<file path="src/rtl/coef_loader_pkg.sv">
// coef_loader_pkg
//   Shared definitions for the coefficient loader. These are the default
//   geometry values and the loader state encoding. The control FSM and the
//   FIR datapath use the same encoding.
package coef_loader_pkg;

    localparam int N_COEF_DEF  = 16;
    localparam int COEF_W_DEF  = 12;
    localparam int TIMEOUT_DEF = 1000000;

    typedef enum logic [1:0] {
        ST_IDLE = 2'd0,
        ST_LOW  = 2'd1,
        ST_HIGH = 2'd2,
        ST_DONE = 2'd3
    } ld_state_t;

endpackage

</file>
<file path="src/rtl/coef_loader_regfile.sv">
// coef_loader_regfile
//   Coefficient bank of N_COEF x COEF_W registers. It has one write port and
//   one registered read port, and it also drives the whole bank as a flat
//   vector.
//   Ports:
//     clk_i, rst_i  clock, async active-high reset (clears the bank)
//     wr_en_i       write strobe
//     wr_addr_i     write index
//     wr_data_i     write data
//     rd_addr_i     read index
//     rd_data_o     bank[rd_addr_i], 1-cycle latency (old value on same-cycle write)
//     coef_all_o    flat bank, coef k at [k*COEF_W +: COEF_W]
module coef_loader_regfile
    import coef_loader_pkg::*;
#(
    parameter int N_COEF = N_COEF_DEF,
    parameter int COEF_W = COEF_W_DEF,
    parameter int IDX_W  = $clog2(N_COEF)
) (
    input  logic                     clk_i,
    input  logic                     rst_i,
    input  logic                     wr_en_i,
    input  logic [IDX_W-1:0]         wr_addr_i,
    input  logic [COEF_W-1:0]        wr_data_i,
    input  logic [IDX_W-1:0]         rd_addr_i,
    output logic [COEF_W-1:0]        rd_data_o,
    output logic [N_COEF*COEF_W-1:0] coef_all_o
);

    logic [COEF_W-1:0] bank_q [N_COEF];

    always_ff @(posedge clk_i or posedge rst_i) begin
        if (rst_i) begin
            for (int k = 0; k < N_COEF; k++) begin
                bank_q[k] <= '0;
            end
            rd_data_o <= '0;
        end else begin
            if (wr_en_i) begin
                bank_q[wr_addr_i] <= wr_data_i;
            end
            rd_data_o <= bank_q[rd_addr_i];
        end
    end

    for (genvar g = 0; g < N_COEF; g++) begin : g_flat
        assign coef_all_o[g*COEF_W +: COEF_W] = bank_q[g];
    end

endmodule

</file>
<file path="src/rtl/coef_loader.sv">
// coef_loader
//   This block packs pairs of UART bytes (low byte first) into COEF_W-bit
//   coefficients. It stores a block of N_COEF coefficients and flags when the
//   block is complete. A rising edge on en_recepcion_i starts a block, and
//   dropping it mid-block aborts.
//   Ports:
//     clk_i, rst_i      clock, async active-high reset
//     en_recepcion_i    load enable (rising edge = start)
//     rx_data_i         received byte
//     rx_valid_i        1-cycle byte strobe
//     coef_rd_addr_i    read index
//     coef_rd_data_o    registered read data
//     coef_all_o        flat coefficient bank
//     coef_wr_o         pulse per stored coefficient
//     coef_idx_o        index being loaded / index just written
//     fin_block_coef_o  high while a complete block is held
//     err_timeout_o     pulse when the high byte never arrived
//
//   state | meaning
//   IDLE  | waiting for en_recepcion_i rising edge
//   LOW   | waiting for low byte of coefficient idx
//   HIGH  | low byte held, waiting for high byte (timer running)
//   DONE  | full block stored, fin_block_coef_o held high
module coef_loader
    import coef_loader_pkg::*;
#(
    parameter int N_COEF      = N_COEF_DEF,
    parameter int COEF_W      = COEF_W_DEF,
    parameter int TIMEOUT_CYC = TIMEOUT_DEF
) (
    input  logic                        clk_i,
    input  logic                        rst_i,
    input  logic                        en_recepcion_i,
    input  logic [7:0]                  rx_data_i,
    input  logic                        rx_valid_i,
    input  logic [$clog2(N_COEF)-1:0]   coef_rd_addr_i,
    output logic [COEF_W-1:0]           coef_rd_data_o,
    output logic [N_COEF*COEF_W-1:0]    coef_all_o,
    output logic                        coef_wr_o,
    output logic [$clog2(N_COEF)-1:0]   coef_idx_o,
    output logic                        fin_block_coef_o,
    output logic                        err_timeout_o
);

    localparam int IDX_W = $clog2(N_COEF);
    localparam int TMR_W = $clog2(TIMEOUT_CYC + 1);

    ld_state_t          state_q, state_n;
    logic               en_d_q;
    logic [IDX_W-1:0]   idx_q, idx_n;
    logic [IDX_W-1:0]   coef_idx_q;
    logic               fin_q, fin_n;
    logic [TMR_W-1:0]   timer_q, timer_n;
    logic [7:0]         low_q, low_n;
    logic               wr_q, err_q, err_n;
    logic               wr_en;
    logic               start;

    assign start = en_recepcion_i & ~en_d_q;

    always_ff @(posedge clk_i or posedge rst_i) begin
        if (rst_i) begin
            state_q    <= ST_IDLE;
            en_d_q     <= 1'b0;
            idx_q      <= '0;
            coef_idx_q <= '0;
            fin_q      <= 1'b0;
            timer_q    <= '0;
            low_q      <= '0;
            wr_q       <= 1'b0;
            err_q      <= 1'b0;
        end else begin
            state_q    <= state_n;
            en_d_q     <= en_recepcion_i;
            idx_q      <= idx_n;
            // While the write pulse is high, show the index that was just written.
            coef_idx_q <= wr_en ? idx_q : idx_n;
            fin_q      <= fin_n;
            timer_q    <= timer_n;
            low_q      <= low_n;
            wr_q       <= wr_en;
            err_q      <= err_n;
        end
    end

    // Priority order: abort, then start, then byte, then timeout.
    always_comb begin
        state_n = state_q;
        idx_n   = idx_q;
        fin_n   = fin_q;
        timer_n = timer_q;
        low_n   = low_q;
        wr_en   = 1'b0;
        err_n   = 1'b0;
        unique case (state_q)
            ST_IDLE: begin
                if (start) begin
                    state_n = ST_LOW;
                    idx_n   = '0;
                    fin_n   = 1'b0;
                end
            end
            ST_LOW, ST_HIGH: begin
                if (!en_recepcion_i) begin
                    state_n = ST_IDLE;
                    idx_n   = '0;
                    fin_n   = 1'b0;
                    timer_n = '0;
                end else if (start) begin
                    state_n = ST_LOW;
                    idx_n   = '0;
                    fin_n   = 1'b0;
                    timer_n = '0;
                end else if (state_q == ST_LOW) begin
                    if (rx_valid_i) begin
                        low_n   = rx_data_i;
                        timer_n = '0;
                        state_n = ST_HIGH;
                    end
                end else if (rx_valid_i) begin
                    wr_en = 1'b1;
                    if (idx_q == IDX_W'(N_COEF - 1)) begin
                        state_n = ST_DONE;
                        fin_n   = 1'b1;
                    end else begin
                        idx_n   = idx_q + IDX_W'(1);
                        state_n = ST_LOW;
                    end
                end else if (timer_q == TMR_W'(TIMEOUT_CYC)) begin
                    // Drop the orphaned low byte and wait for a fresh pair at the same index.
                    err_n   = 1'b1;
                    timer_n = '0;
                    state_n = ST_LOW;
                end else begin
                    timer_n = timer_q + TMR_W'(1);
                end
            end
            ST_DONE: begin
                if (start) begin
                    state_n = ST_LOW;
                    idx_n   = '0;
                    fin_n   = 1'b0;
                end
            end
            default: state_n = ST_IDLE;
        endcase
    end

    coef_loader_regfile #(
        .N_COEF (N_COEF),
        .COEF_W (COEF_W),
        .IDX_W  (IDX_W)
    ) u_regfile (
        .clk_i      (clk_i),
        .rst_i      (rst_i),
        .wr_en_i    (wr_en),
        .wr_addr_i  (idx_q),
        .wr_data_i  ({rx_data_i[COEF_W-9:0], low_q}),
        .rd_addr_i  (coef_rd_addr_i),
        .rd_data_o  (coef_rd_data_o),
        .coef_all_o (coef_all_o)
    );

    assign coef_wr_o        = wr_q;
    assign coef_idx_o       = coef_idx_q;
    assign fin_block_coef_o = fin_q;
    assign err_timeout_o    = err_q;

endmodule

</file>
<file path="config.mk">
export PLATFORM = sky130hd
export DESIGN_NAME = coef_loader
export DESIGN_NICKNAME = d
export VERILOG_FILES = /design/src/rtl/coef_loader_pkg.sv /design/src/rtl/coef_loader_regfile.sv /design/src/rtl/coef_loader.sv
export SDC_FILE = /design/constraint.sdc
export NUM_CORES = 1
export LEC_CHECK = 0
export CAP_MARGIN = 20
export CORE_MARGIN = 2
export CORE_UTILIZATION = 55
export DETAILED_ROUTE_END_ITERATION = 8
export PLACE_DENSITY = 0.85
export SKIP_CTS_REPAIR_TIMING = 1
export SLEW_MARGIN = 20
export SYNTH_ARGS = -nofsm -noshare
export SYNTH_HDL_FRONTEND = slang
export SYNTH_SLANG_ARGS = --single-unit
</file>
<file path="constraint.sdc">
create_clock -name clk_i -period 18.8 [get_ports clk_i]
set_input_delay 2.82 -clock clk_i [delete_from_list [all_inputs] [get_ports clk_i]]
set_output_delay 2.82 -clock clk_i [all_outputs]
set_load 0.005 [all_outputs]
</file>
* Yosys cells after proc, flatten, opt, wreduce, memory -nomap -nowiden
Cells that the tools add are included.
** Storage, ports and cells
- Flip-flop bits (word level) :: 246
- Bits of input ports :: 16
- Logic and storage cells :: 104
** Cells by class
- Add/subtract/negate cells :: 2
- $lt $le $gt $ge :: 3
- Equal/unequal tests :: 13
- Multiplexer cells :: 47
- Bitwise logic cells :: 5
- Reductions and logical operators :: 8
** Operator list (count)
- $bwmux W192 :: 1
- $mux W20 :: 6
- $bmux W12 S4 :: 1
- $demux W12 S4 :: 1
- $mux W12 :: 3
- $mux W4 :: 7
- $add A20 B1 Y20 const B :: 1
- $eq A20 B20 Y1 const B :: 1
- $mux W1 :: 17
- $mux W2 :: 8
- $ne A4 B4 Y1 const B :: 4
- $ge A5 B5 Y1 const B :: 2
- $ne A5 B5 Y1 const B :: 2
- $not A4 Y5 :: 2
- $pmux W4 S2 :: 1
- $reduce_and A3 Y1 :: 2
- $lt A5 B1 Y1 const B :: 1
- $reduce_and A5 Y1 :: 1
- $add A4 B1 Y4 const B :: 1
- $eq A2 B2 Y1 const B :: 2
- $eq A4 B4 Y1 const B :: 1
- $ne A4 B2 Y1 const B :: 1
- $pmux W2 S2 :: 1
- $reduce_and A4 Y1 :: 1
- 8 further kinds :: 10

* Depth between registers and ports, before layout
Gate-level depths: netlist of the first run.
- Word-level depth :: 8
- Depth in mapped cells :: 9
- Mapped depth without buffers :: 7

* Modules after synthesis
Synthesis of the first run repeated with hierarchy kept, for this count alone.
** Second synthesis, totals
- Cells, all modules :: 778
- Area, all modules :: 11094.4 µm²
** By module, submodules not included
- coef_loader_regfile :: times used 1, cells an instance 556, area each 8942.3 µm²
- coef_loader :: times used 1, cells an instance 222, area each 2152.1 µm²

* Worst setup path after synthesis of the first run
Ideal clock, no wire load.
- Path type :: input -> register
- From :: input coef_rd_addr_i[0]
- To :: register u_regfile.rd_data_o[1]
- Setup time :: 0.138 ns
- Arrival time :: 4.422 ns
- Setup slack :: 14.240 ns
- Cell stages on the path :: 4
- Path buffers :: 2
- Cells stage by stage :: buf_1 > clkbuf_1 > mux4_2 > mux4_2
** Between the ends
- Longest elaborated chain between the ends :: 4
** RTL lines
- from (decl) :: RTL line coef_loader.sv:36 : input logic [$clog2(N_COEF)-1:0] coef_rd_addr_i,
- $not A4 Y5 (not written as such) :: RTL line coef_loader_regfile.sv:42 : rd_data_o <= bank_q[rd_addr_i];
- $bmux W12 S4 :: RTL line coef_loader_regfile.sv:42
- $mux W12 (not written as such) (2 in series) :: RTL line coef_loader_regfile.sv:42
- to (signal assigned) :: RTL line coef_loader_regfile.sv:42
- to (decl) :: RTL line coef_loader_regfile.sv:26 : output logic [COEF_W-1:0] rd_data_o,
Every way passes these cells. The select of a mux whose other input is x is not followed.
A chain may end at the register's enable or synchronous reset.

* Worst setup path in the final report of the first run
- From :: input en_recepcion_i
- To :: register u_regfile.bank_q (netlist bit u_regfile.coef_all_o[191])
** Between the ends
- Longest elaborated chain between the ends :: 4
** RTL lines
- from (decl) :: RTL line coef_loader.sv:33 : input logic en_recepcion_i,
- $and A1 B1 Y1 :: RTL line coef_loader.sv:59 : assign start = en_recepcion_i & ~en_d_q;
- $mux W1 :: RTL line coef_loader.sv:109 : end else if (start) begin
- $mux W1 (*) :: RTL line coef_loader.sv:104 : if (!en_recepcion_i) begin
- $mux W1 (*) :: RTL line coef_loader.sv:95 : unique case (state_q)
- to (signal, indexed assignment) :: RTL line coef_loader_regfile.sv:40 : bank_q[wr_addr_i] <= wr_data_i;
- to (decl) :: RTL line coef_loader_regfile.sv:30 : logic [COEF_W-1:0] bank_q [N_COEF];
Every way passes the cells marked *; elsewhere a longest branch is shown, timed or not.

==> results.toml, run 1 <==
[clock_network]
cts_tree = "done"
cts.clk_slew.worst_paths_ns = 0.06
clk_path_buf_depth = 3
cts_buffers = 26
clock_sinks = 246
root_buffer = "clkbuf_16"
cts-htree-levels = 1
clk_latency_ns = 0.53

[pwr]
switching_share_pct = 26.97
p_leak_nw = 6.578
p_clk_share_pct = 39.5
p_per_area_mw_per_mm2 = 91.09
intPower_w = 0.0009564
pwr-share-comb_pct = 13.3
peakVddDrop_uv = 76.27
p_seq_share_pct = 47.2
p_switching_w = 0.0003531

[synth]
ys_warn_count = 0
synth_compound_area_share_pct = 2.865
synth-xor-area-share_pct = 0.4737
ys_async_sr_fraction_pct = 100.0
synth.top_cell.area_share_pct = 55.49
synth_cell_type_count = 44
yosys.area.top_type = "dfrtp_1"
ys_top_cells_by_area = "dfrtp_1 (55%), mux2_2 (20%), mux4_2 (12%)"
synth_edf_count = 0
synthesis.nets = 768
synth_top_family_by_area = "multiplexers"
syn_area_per_cell_um2 = 14.91
ys_seq_elements = 246
synth_ff_type = "dfrtp_1"
synth_common_cells = "dfrtp_1 (246), mux2_2 (200), mux4_2 (60)"
muxShareOfSynthArea_pct = 32.48
synthAdderAreaFrac_pct = 0.9022
ys_seq_area_share_pct = 55.49
synthCells = 744
synthSimpleGateAreaFrac_pct = 5.425
yosysMostFrequentCell = "dfrtp_1"
syn_area_mm2 = 0.01109

[layout]
multi_input_area_mm2 = 0.004676
finalNetCount = 975
fillerInstances = 1271
syn2layout_area_growth_pct = 29.58
area.sequential_mm2 = 0.006156
layout-drive-gt1-share_pct = 33.09
num_antenna_cells = 0

[worst_setup_path]
critPathCaptureType = "register"
path_cells = "clkdlybuf4s50_1, nand2_1, nor3_1, nand4_1, mux2_2"
crit_path_max_fanout = 12
required_ns = 19.21
cp-start-kind = "primary input"
crit_family = "simple AND/OR/NAND/NOR gates"
crit_arrival_ns = 6.00
critPathBufInv = 1
crit_slowest_cell = "nand4_1"
path_class = "primary input to register"
critPathMaxStageDelay_ns = 1.00

[global_route]
grt_max_degree = 119
antenna_found_initial = 0
grt_pass1_wl_um = 47780
grtUsageTotal_pct = 29.14
grt-ovfl-total = 0
grt_pass1_vias = 7810

[die]
core-area_mm2 = 0.01965
die_y_um = 146.0
dieArea_mm2 = 0.02132
start_util_pct = 56.45
io_pins = 227
die_w_um = 146.0
rows = 51

[sta]
fmax_mhz = 178.9
finalSetupTns_ns = 0
fin_crit_ns = 5.591
fin_ws_ns = 13.21
worstMarginPinSlew_ns = 1.092
fin_skew_ns = 0.01938
setup_viol = 0
fin_crit_sh_pct = 29.74
whs_ns = 0.5368
rsz0062_at_grt = "false"
slew_viol_final = 0
hold_viol = 0
slew_headroom_pct = 27.19

[detailed_routing]
wl_per_cell_um = 25.01
wl_um = 30890
via_count = 7586
first_iter_violations = 517
drc = 0
via_per_inst = 6.143
detail-route-antenna-nets = 0
first_pass_iters = 5

[placed_design]
io_buffers = 226
pre_cts_slack_ns = 12.68
dp_hpwl_um = 20360
gp_congestion = 0.8414

[min_path]
hold_class = "register to register"

[flow_run]
cap_viol_max_count = 0

[outcome]
status = "complete, no violations"
==> kinds of logic (layout without fill, tap and decap cells) <==
| kind of cell | count (synthesis) | after routing |
|---|---|---|
| buffers and inverters | 63 | 289 |
| adders and majority gates | 8 | 8 |
| and+or+nand+nor | 110 | 110 |
| xor gates and xnor gates | 6 | 6 |
| DFF | 246 | 246 |
| muxes | 260 | 260 |
| AOI/OAI and AO/OA | 51 | 51 |
==> registers in the layout (all words and copies together), names as in the netlist <==
name / cells
err_timeout_o: 1
u_regfile.rd_data_o: 12
low_q: 8
en_d_q: 1
state_q: 2
coef_idx_o: 4
coef_wr_o: 1
idx_q: 4
u_regfile.coef_all_o: 192
timer_q: 20
fin_block_coef_o: 1
==> cell usage in the layout, fill, tap and decap left out, types with 11 or more instances in the layout <==
cell,count
clkbuf_16,26
clkdlybuf4s50_1,223
dfrtp_1,246
inv_1,11
mux2_2,200
mux4_2,60
nand2_1,21
nand3_1,16
nor2_1,19
o21ai_0,23
==> through the flow <==
stage / total power [W] / std cells / utilization [%] / instance area, um^2
after CTS: 0.001316 / 1235 / 73.17 / 14380
after floorplan: 0.0007159 / 744 / - / 11090
after global routing: 0.001363 / 1235 / 73.15 / 14380
after global placement: 0.0007918 / 1188 / 68.68 / 13500
final: 0.001310 / 1235 / 73.15 / 14380
after detailed placement: 0.0007989 / 1188 / 68.68 / 13500
==> per-layer routing <==
metal | wire [um] | global-route usage [%] | vias to the layer above
met4 | 890 | 8.592 | 0
met5 | 0 | 0 | -
li1 | - | - | 3191
met3 | 2117 | 6.031 | 63
met2 | 15720 | 49.62 | 331
met1 | 12160 | 38.30 | 4001
==> final cells by class <==
type                    count  share of cell area, %
multi-input cells         435                  32.52
clock inverters            11                 0.8703
well taps                 265                  2.306
repair buffers            230                  15.84
inverters                  12                 0.3655
flip-flops and latches    246                  42.82
clock buffers              36                  5.274
==> power by group through the flow <==
stage	logic, W	registers (W)	clock network [W]
after floorplan	0.000121	0.000595	0
after global placement	0.000169	0.000623	0
after detailed placement	0.000173	0.000626	0
after CTS	0.000176	0.000616	0.000524
after global routing	0.000192	0.000625	0.000546
final	0.000175	0.000617	0.000517
==> final timing paths <==
check	from	to	slack, ns	cells after the start
setup / recovery	en_recepcion_i	u_regfile.coef_all_o[191]$_DFFE_PP0P_	13.21	5
hold / removal	u_regfile.coef_all_o[65]$_DFFE_PP0P_	u_regfile.coef_all_o[65]$_DFFE_PP0P_	0.54	1
setup reg to reg	state_q[0]$_DFFE_PP0P_	u_regfile.coef_all_o[191]$_DFFE_PP0P_	15.23	5
hold reg to reg	u_regfile.coef_all_o[65]$_DFFE_PP0P_	u_regfile.coef_all_o[65]$_DFFE_PP0P_	0.54	1
max in group asynchronous	rst_i	u_regfile.coef_all_o[91]$_DFFE_PP0P_	13.86	4
min in group asynchronous	rst_i	u_regfile.coef_all_o[60]$_DFFE_PP0P_	2.83	2
Power figures use the tool's default switching activity.
==> run 2, diff against run 1 <==
--- a/config.mk
+++ b/config.mk
@@ -7,9 +7,9 @@
 export LEC_CHECK = 0
 export CAP_MARGIN = 20
 export CORE_MARGIN = 2
-export CORE_UTILIZATION = 55
+export CORE_UTILIZATION = 47
 export DETAILED_ROUTE_END_ITERATION = 8
-export PLACE_DENSITY = 0.85
+export PLACE_DENSITY = 0.77
 export SKIP_CTS_REPAIR_TIMING = 1
 export SLEW_MARGIN = 20
 export SYNTH_ARGS = -nofsm -noshare
==> constraint.sdc (replaced) <==
create_clock -name clk_i -period 4.82 [get_ports clk_i]
set_input_delay 0.723 -clock clk_i [delete_from_list [all_inputs] [get_ports clk_i]]
set_output_delay 0.723 -clock clk_i [all_outputs]
set_load 0.005 [all_outputs]
==> run 2 against run 1 <==
Sequential power rose to 3.9 times the previous value. Register-to-register slack worse by 13 ns. Count of clock-buffer cells in the layout up 3. Final cell count up 5.0%. Worst hold slack worse by 0.11 ns. Largest cell class unchanged. Largest power group unchanged.
==> results.toml, run 2 (synthesized netlist as in run 1, its figures left out) <==
[outcome]
status = "complete, no violations"

[detailed_routing]
via_per_inst = 5.741
first_pass_iters = 4
via_count = 7446
wl_per_cell_um = 23.84
drc = 0
detail-route-antenna-nets = 0
wl_um = 30920
first_iter_violations = 450

[global_route]
grt_pass1_wl_um = 46530
antenna_found_initial = 0
grt_max_degree = 167
grtUsageTotal_pct = 25.09
grt-ovfl-total = 0
grt_pass1_vias = 7602

[layout]
largest_register_ffs = 192
num_antenna_cells = 0
final_common_cell = "dfrtp_1"
layout_common_cells = "dfrtp_1 (246), clkdlybuf4s50_1 (223), mux2_2 (200), mux4_2 (60), clkbuf_16 (26)"
layout-drive-gt1-share_pct = 33.23
finalNetCount = 983
syn2layout_area_growth_pct = 30.55
fin_area_mm2 = 0.01448

[sta]
fin_skew_ns = 0.009278
slew_viol_final = 0
finalSetupTns_ns = 0
fmax_mhz = 349.4
hold_viol = 0
setup_viol = 0
fin_crit_sh_pct = 59.37
slew_headroom_pct = 32.18
fin_crit_ns = 2.862
rsz0062_at_grt = "false"
worstMarginPinSlew_ns = 1.014

[flow_run]
cap_viol_max_count = 0

[placed_design]
dp_hpwl_um = 20470
placed_cell_area_mm2 = 0.01365
gp_congestion = 0.8212
io_buffers = 226

[worst_setup_path]
critPathCaptureType = "register"
critPathMaxStageDelay_ns = 0.59
r2r_setup_slack_ns = 1.96
cp_common_cell = "buf_4"
crit_slowest_cell = "nand4_1"
crit_arrival_ns = 3.28
critPathBufInv = 2
path_cells = "ha_1, nand2b_1, nor3_1, buf_4, nand4_1, buf_4, mux2_2"
required_ns = 5.24
rr_worst_depth = 7
cp-start-kind = "register"
crit_family = "simple AND/OR/NAND/NOR gates"
crit_path_max_fanout = 11
path_class = "register to register"
r2r_end = "u_regfile.coef_all_o[177]$_DFFE_PP0P_"
r2r-start = "state_q[0]$_DFFE_PP0P_"

[die]
die_w_um = 157.6
dieArea_mm2 = 0.02485
start_util_pct = 47.55
die_y_um = 157.6
core-area_mm2 = 0.02333
io_pins = 227
rows = 56

[clock_network]
cts_tree = "done"
cts_buffers = 26
cts-htree-levels = 1
clk_latency_ns = 0.54
clk_path_buf_depth = 3
clock_sinks = 246
cts.clk_slew.worst_paths_ns = 0.06
root_buffer = "clkbuf_16"

[min_path]
hold_class = "primary input to asynchronous set/reset pin"

[pwr]
peakVddDrop_uv = 270.0
p_leak_nw = 6.597
p_per_area_mw_per_mm2 = 348.4
-- run 2: cell types whose count changed in the layout (fill, tap and decap cells not counted), sizes merged --
cell / change
inv: -1
buf: +8
clkinv: -1
bufinv: -1
clkbuf: +3
-- run 2: worst reg2reg max path, stage by stage, from the launching register on --
cell	delay, ns
dfrtp_1	0.40
ha_1	0.39
nand2b_1	0.24
nor3_1	0.18
buf_4	0.21
nand4_1	0.60
buf_4	0.44
mux2_2	0.29
-- run 2: metrics by stage --
stage	hold WS, ns	total power [W]	cells	util [%]	setup slack [ns]
after detailed placement	0.5036	0.003124	1250	58.49	1.491
after floorplan	0.4762	0.002793	744	-	0.8653
after global placement	0.5086	0.003111	1250	58.49	1.502
final	0.4308	0.005046	1297	62.08	1.958
after CTS	0.4275	0.005076	1297	62.08	1.960
after global routing	0.4477	0.005256	1297	62.08	1.833
-- run 2: how the worst max path moves through the flow --
stage | startpoint | to | slack (ns) | cells past startpoint
after floorplan | rst_i | coef_idx_o[0]$_DFF_PP0_ | 0.87 | 1
after global placement | en_recepcion_i | u_regfile.coef_all_o[177]$_DFFE_PP0P_ | 1.50 | 7
after detailed placement | en_recepcion_i | u_regfile.coef_all_o[177]$_DFFE_PP0P_ | 1.49 | 7
after CTS | state_q[0]$_DFFE_PP0P_ | u_regfile.coef_all_o[172]$_DFFE_PP0P_ | 1.96 | 7
after global routing | state_q[0]$_DFFE_PP0P_ | u_regfile.coef_all_o[129]$_DFFE_PP0P_ | 1.83 | 7
final | state_q[0]$_DFFE_PP0P_ | u_regfile.coef_all_o[177]$_DFFE_PP0P_ | 1.96 | 7
-- run 2: final cells by class --
type                            instances  area (um^2)
Timing Repair Buffer                  238         2366
Fill cell                            1792         8848
Clock inverter                          8        78.83
Multi-Input combinational cell        435         4676
Inverter                               12        48.80
Tap cell                              319        399.1
Sequential cell                       246         6156
Clock buffer                           39        759.5
-- run 2: power breakdown --
group / internal [W] / switching, W
clock network: 0.00114 / 0.000818
logic: 0.000344 / 0.000332
registers: 0.00218 / 0.000231
-- run 2: layer usage --
metal  global-route usage, %  vias up  part of all wire (%)
met5                       0        -                     0
li1                        -     3221                     -
met1                   33.08     3914                    40
met3                   5.338       52                   6.9
met2                   42.28      259                    50
met4                   7.056        0                   2.6
